==> src/rtl/conv_result_writer_pkg.sv <==
// Shared types and helpers for the convolution write-back path.
package conv_result_writer_pkg;

   typedef enum logic [1:0] {
      IDLE    = 2'd0,
      COLLECT = 2'd1,
      READY   = 2'd2,
      DRAIN   = 2'd3
   } state_t;

   // Bits needed to hold values 0..value; never returns less than 1.
   function automatic int unsigned clogb2(input int unsigned value);
      int unsigned d;
      int unsigned n;
      d = value;
      n = 0;
      while (d > 0) begin
         n = n + 1;
         d = d >> 1;
      end
      return (n == 0) ? 1 : n;
   endfunction

   // Valid-convolution output dimension.
   function automatic int unsigned out_dim(input int unsigned image_dim,
                                           input int unsigned kernel_dim);
      return image_dim - kernel_dim + 1;
   endfunction

endpackage

==> src/rtl/xilinx_single_port_ram_no_change.sv <==
// Single-port block RAM, no-change mode: output holds during writes.
module xilinx_single_port_ram_no_change
   import conv_result_writer_pkg::*;
#(
   parameter int unsigned RAM_WIDTH       = 8,
   parameter int unsigned RAM_DEPTH       = 64,
   parameter string       RAM_PERFORMANCE = "LOW_LATENCY"
) (
   input  logic [clogb2(RAM_DEPTH-1)-1:0] addra,
   input  logic [RAM_WIDTH-1:0]           dina,
   input  logic                           clka,
   input  logic                           wea,
   input  logic                           ena,
   input  logic                           rsta,
   input  logic                           regcea,
   output logic [RAM_WIDTH-1:0]           douta
);

   logic [RAM_WIDTH-1:0] mem [RAM_DEPTH];
   logic [RAM_WIDTH-1:0] ram_data;

   always_ff @(posedge clka) begin
      if (ena && wea) begin
         mem[addra] <= dina;
      end
   end

   // Read latch updates only on non-write cycles; rsta clears the latch.
   always_ff @(posedge clka) begin
      if (rsta) begin
         ram_data <= '0;
      end else if (ena && !wea) begin
         ram_data <= mem[addra];
      end
   end

   generate
      if (RAM_PERFORMANCE == "LOW_LATENCY") begin : g_low_latency
         logic unused_regcea;
         assign unused_regcea = regcea;
         assign douta = ram_data;
      end else begin : g_high_performance
         logic [RAM_WIDTH-1:0] douta_reg;
         always_ff @(posedge clka) begin
            if (rsta) begin
               douta_reg <= '0;
            end else if (regcea) begin
               douta_reg <= ram_data;
            end
         end
         assign douta = douta_reg;
      end
   endgenerate

endmodule

==> src/rtl/conv_result_writer.sv <==
// Collects column-major convolution results into raster-ordered BRAM, then streams them out.
module conv_result_writer
   import conv_result_writer_pkg::*;
#(
   parameter int unsigned RAM_WIDTH    = 8,
   parameter int unsigned IMAGE_WIDTH  = 10,
   parameter int unsigned IMAGE_HEIGHT = 10,
   parameter int unsigned KERNEL_WIDTH = 3
) (
   input  logic                 clk,
   input  logic                 reset,
   input  logic                 i_start,
   input  logic                 i_valid_result,
   input  logic [RAM_WIDTH-1:0] i_result,
   input  logic                 i_valid_get_frame,
   output logic                 o_ready_for_result,
   output logic                 o_is_frame_ready,
   output logic [RAM_WIDTH-1:0] o_data_from_mem,
   output logic                 o_valid_data,
   output logic                 o_overflow
);

   localparam int unsigned OUT_W      = out_dim(IMAGE_WIDTH, KERNEL_WIDTH);
   localparam int unsigned OUT_H      = out_dim(IMAGE_HEIGHT, KERNEL_WIDTH);
   localparam int unsigned OUT_PIXELS = OUT_W * OUT_H;
   localparam int unsigned AW         = clogb2(OUT_PIXELS - 1);
   localparam int unsigned RW         = clogb2(OUT_H - 1);
   localparam int unsigned CW         = clogb2(OUT_W - 1);

   state_t               state;
   state_t               next_state;
   logic [RW-1:0]        row;
   logic [CW-1:0]        col;
   logic [AW-1:0]        wr_addr;
   logic [AW-1:0]        rd_addr;
   logic [AW-1:0]        ram_addr;
   logic [RAM_WIDTH-1:0] ram_dout;
   logic                 ram_rst;

   logic start_ok;
   logic accept;
   logic last_row;
   logic last_write;
   logic rd_en;
   logic last_read;
   logic ready_d;
   logic frame_ready_d;
   logic overflow_d;

   assign start_ok   = (state == IDLE) && i_start;
   assign accept     = (state == COLLECT) && i_valid_result;
   assign last_row   = (row == RW'(OUT_H - 1));
   assign last_write = accept && last_row && (col == CW'(OUT_W - 1));
   assign rd_en      = (state == READY) && i_valid_get_frame;
   assign last_read  = rd_en && (rd_addr == AW'(OUT_PIXELS - 1));

   // State register.
   always_ff @(posedge clk or negedge reset) begin
      if (!reset) begin
         state <= IDLE;
      end else begin
         state <= next_state;
      end
   end

   // Next-state logic.
   always_comb begin
      next_state = state;
      unique case (state)
         IDLE:    if (i_start) next_state = COLLECT;
         COLLECT: if (last_write) next_state = READY;
         READY:   if (last_read) next_state = DRAIN;
         DRAIN:   next_state = IDLE;
         default: next_state = IDLE;
      endcase
   end

   // Output decode, computed one cycle ahead so the flags are registered.
   always_comb begin
      ready_d       = 1'b0;
      frame_ready_d = 1'b0;
      overflow_d    = o_overflow;
      case (next_state)
         COLLECT:      ready_d = 1'b1;
         READY, DRAIN: frame_ready_d = 1'b1;
         default:      ;
      endcase
      if (start_ok) begin
         overflow_d = 1'b0;
      end
      if (i_valid_result && (state != COLLECT)) begin
         overflow_d = 1'b1;
      end
   end

   always_ff @(posedge clk or negedge reset) begin
      if (!reset) begin
         o_ready_for_result <= 1'b0;
         o_is_frame_ready   <= 1'b0;
         o_overflow         <= 1'b0;
         o_valid_data       <= 1'b0;
      end else begin
         o_ready_for_result <= ready_d;
         o_is_frame_ready   <= frame_ready_d;
         o_overflow         <= overflow_d;
         o_valid_data       <= rd_en;
      end
   end

   // Column-major arrival mapped to raster addresses.
   always_ff @(posedge clk or negedge reset) begin
      if (!reset) begin
         row     <= '0;
         col     <= '0;
         wr_addr <= '0;
      end else if (start_ok) begin
         row     <= '0;
         col     <= '0;
         wr_addr <= '0;
      end else if (accept) begin
         if (!last_row) begin
            row     <= row + RW'(1);
            wr_addr <= wr_addr + AW'(OUT_W);
         end else begin
            row     <= '0;
            col     <= col + CW'(1);
            wr_addr <= AW'(col) + AW'(1);
         end
      end
   end

   always_ff @(posedge clk or negedge reset) begin
      if (!reset) begin
         rd_addr <= '0;
      end else if (last_write) begin
         rd_addr <= '0;
      end else if (rd_en) begin
         rd_addr <= rd_addr + AW'(1);
      end
   end

   assign ram_addr = (state == COLLECT) ? wr_addr : rd_addr;
   assign ram_rst  = ~reset;

   xilinx_single_port_ram_no_change #(
      .RAM_WIDTH       (RAM_WIDTH),
      .RAM_DEPTH       (OUT_PIXELS),
      .RAM_PERFORMANCE ("LOW_LATENCY")
   ) u_ram (
      .addra  (ram_addr),
      .dina   (i_result),
      .clka   (clk),
      .wea    (accept),
      .ena    (1'b1),
      .rsta   (ram_rst),
      .regcea (1'b1),
      .douta  (ram_dout)
   );

   // Pixel bus is qualified by valid so it reads zero whenever no pixel is presented.
   assign o_data_from_mem = o_valid_data ? ram_dout : '0;

endmodule

==> config.mk <==
export PLATFORM = sky130hd
export DESIGN_NAME = conv_result_writer
export DESIGN_NICKNAME = d
export VERILOG_FILES = /design/src/rtl/conv_result_writer_pkg.sv /design/src/rtl/xilinx_single_port_ram_no_change.sv /design/src/rtl/conv_result_writer.sv
export SDC_FILE = /design/constraint.sdc
export NUM_CORES = 1
export LEC_CHECK = 0
export CORE_AREA = 10 10 229 231
export DETAILED_ROUTE_END_ITERATION = 12
export DIE_AREA = 0 0 239 241
export GPL_ROUTABILITY_DRIVEN = 0
export HOLD_SLACK_MARGIN = 0.03
export PLACE_DENSITY = 0.61
export SLEW_MARGIN = 10
export SYNTH_ARGS = -nofsm -noshare
export SYNTH_HDL_FRONTEND = slang
export SYNTH_SLANG_ARGS = --single-unit
==> constraint.sdc <==
create_clock -name clk -period 3.6 [get_ports clk]
set_input_delay 0.36 -clock clk [delete_from_list [all_inputs] [get_ports clk]]
set_output_delay 0.36 -clock clk [all_outputs]
set_load 0.02 [all_outputs]
==> results.yml <==
cts:
  clockBufferDepth: 3
  postCtsSetupRepairBufs: 0
  cts.sinks: 543
  clk_latency_ns: 0.60
  path_clk_slew_ns: 0.06
  htreeDepth: 2
  cts_root_buf: "clkbuf_16"
  cts-resized-gates: 0
  cts-hold-fix-buffers: 0
  numCtsBuffers: 55
  cts_tree: "yes"
global_routing:
  first_global_vias: 12400
  grt_pass1_wl_um: 87300
  overflow: 0
  antenna_found_initial: 2
  grt_max_degree: 51
  grt_usage_pct: 21.0
setup_path:
  critPathBufInv: 1
  reg2reg_depth: 8
  path_delay_family: "simple AND/OR/NAND/NOR gates"
  crit_type: "register to register"
  critPathLaunchType: "register"
  slowest_delay_ns: 0.54
  crit-reg2reg-launch: "state[0]$_DFF_PN0_"
  path_cells: "nor2b_4 > mux2_4 > buf_4 > mux2_1 > a222oi_1 > a21oi_1 > nor3_1 > a31oi_1"
  crit_fanout: 16
  crit_path_end_kind: "register"
  cp_slowest_cell: "dfrtp_1"
  cp.arrival_ns: 3.84
  ff2ff_setup_slack_ns: 0.21
  r2r-end: "u_ram.douta[2]$_SDFFE_PN0N_"
  critical_path_required_ns: 4.05
sta:
  relSlewSlack_pct: 24.8
  fin_crit_ns: 3.39
  hold_viol_final: 0
  final_max_slew_viol_count: 0
  holdWs_ns: 0.161
  clock_skew_ns: 0.0113
  setup_viol: 0
  finalSetupTns_ns: 0
  max_freq_mhz: 295
  rsz0062_at_grt: "no"
  worst_pin_slew_ns: 1.13
  period_share_pct: 94.2
  worst_slack_ns: 0.210
detailed_routing:
  drt-initial-drc-count: 1876
  vias_per_cell: 6.19
  wirelength_um: 60800
  dr.pass1.iters: 6
  top_layer_used: "met4"
  ant_nets: 0
  drc: 0
  vias: 12700
  wl_met3_um: 5560
  met2_length_um: 28400
  wl_per_cell_um: 29.7
  met1_length_um: 24500
synth:
  synth.avg_cell_area_sq_um: 16.7
  synth-seq-area-share_pct: 76.0
  ys_warn_count: 0
  netlist_area_sq_mm: 0.0212
  syn_nets: 1289
  synth_edf_count: 512
  netlist_instances: 1270
  synth_flop_cell: "edfxtp_1"
  ys_ff_latch: 543
  yosysUniqueCellTypes: 67
  async_flop_share_pct: 4.24
layout:
  area_growth_pct: 15.2
  instances_no_fill: 2050
  final_common_cell: "edfxtp_1"
  nets: 1409
  layout.area.seq_sq_mm: 0.0161
  largest_register_ff_count: 512
  final_cell_mix: "512 x edfxtp_1, 113 x buf_4, 92 x nor2_1"
  n_fill_cell: 3884
  drive_gt1_share_pct: 16.5
  fin_util_pct: 51.4
  fin_area_sq_mm: 0.0244
  multiInputGateArea_sq_mm: 0.00468
placed_design:
  post_dp_cell_area_sq_mm: 0.0228
  placed_cells: 1948
  portBuffers: 24
  dpl.hpwl_um: 38000
  place_ws_ns: 0.358
worst_hold_path:
  hold_path_class: "input port to asynchronous set/reset pin"
power_and_ir_drop:
  cellLeakagePower_nw: 7.98
  power.density_mw_per_mm2: 665
  total_power_mw: 16.2
  peakVddDrop_mv: 0.396
die:
  dieHeight_um: 241
  start_util_pct: 44.6
  rows: 80
  die_w_um: 239
  ios: 25
  core_sq_mm: 0.0475
  dieArea_sq_mm: 0.0576
outcome:
  status: "finished, final reports clean"
flow_run:
  cap_violations: 0
[worst max path at each step]
stage	cells past startpoint	slack (ns)	startpoint	end
3_3_place_gp	8	0.36	state[0]$_DFF_PN0_	u_ram.douta[2]$_SDFFE_PN0N_
6_report	8	0.21	state[0]$_DFF_PN0_	u_ram.douta[2]$_SDFFE_PN0N_
4_1_cts	8	0.32	state[0]$_DFF_PN0_	u_ram.douta[2]$_SDFFE_PN0N_
3_5_place_dp	8	0.36	state[0]$_DFF_PN0_	u_ram.douta[2]$_SDFFE_PN0N_
5_1_grt	8	0.11	state[0]$_DFF_PN0_	u_ram.douta[2]$_SDFFE_PN0N_
2_1_floorplan	8	0.92	o_is_frame_ready$_DFF_PN0_	u_ram.mem[10][0]$_DFFE_PP_
[cell type report]
| class | instances | area share [%] |
|---|---|---|
| Clock inverter | 23 | 0.712 |
| Antenna cell | 3 | 0.0307 |
| Sequential cell | 543 | 66.0 |
| Multi-Input combinational cell | 642 | 19.1 |
| Tap cell | 615 | 3.15 |
| Timing Repair Buffer | 144 | 4.87 |
| Inverter | 4 | 0.0615 |
| Clock buffer | 76 | 6.08 |
[metal layers]
metal | GRT usage [%] | up-vias
met5 | 0 | -
met4 | 8.61 | 0
met3 | 4.68 | 108
met2 | 33.1 | 668
met1 | 27.7 | 6510
li1 | - | 5406
[power breakdown]
part / switching, mW / internal [mW] / total, mW
clock network: 2.33 / 3.01 / 5.34
registers: 0.161 / 7.15 / 7.31
logic: 2.31 / 1.29 / 3.60
[synthesized netlist by cell type (16+ instances only)]
library cell	n	area share, %
edfxtp_1	512	72
nor2_1	94	1.7
a22oi_1	81	2.9
mux2i_1	69	3.3
a31oi_1	49	1.4
nand2_1	46	0.81
a222oi_1	37	1.7
buf_2	30	0.71
a21oi_1	25	0.59
clkbuf_1	24	0.42
o22a_1	24	0.99
dfrtp_1	23	2.7
a22o_1	20	0.83
mux2_1	16	0.85
[cell families (layout without fill, tap and decap cells)]
kind of cell,after synthesis,count (layout),share of synthesized area [%]
xor gates and xnor gates,5,5,0.207
muxes,103,103,5.15
adders and majority gates,6,6,0.354
buffers and inverters,85,247,2.34
other,0,3,0
DFF,543,543,76.0
AOI/OAI and AO/OA,298,298,10.8
and+or+nand+nor,230,230,5.17
Power figures use the tool's default switching activity.
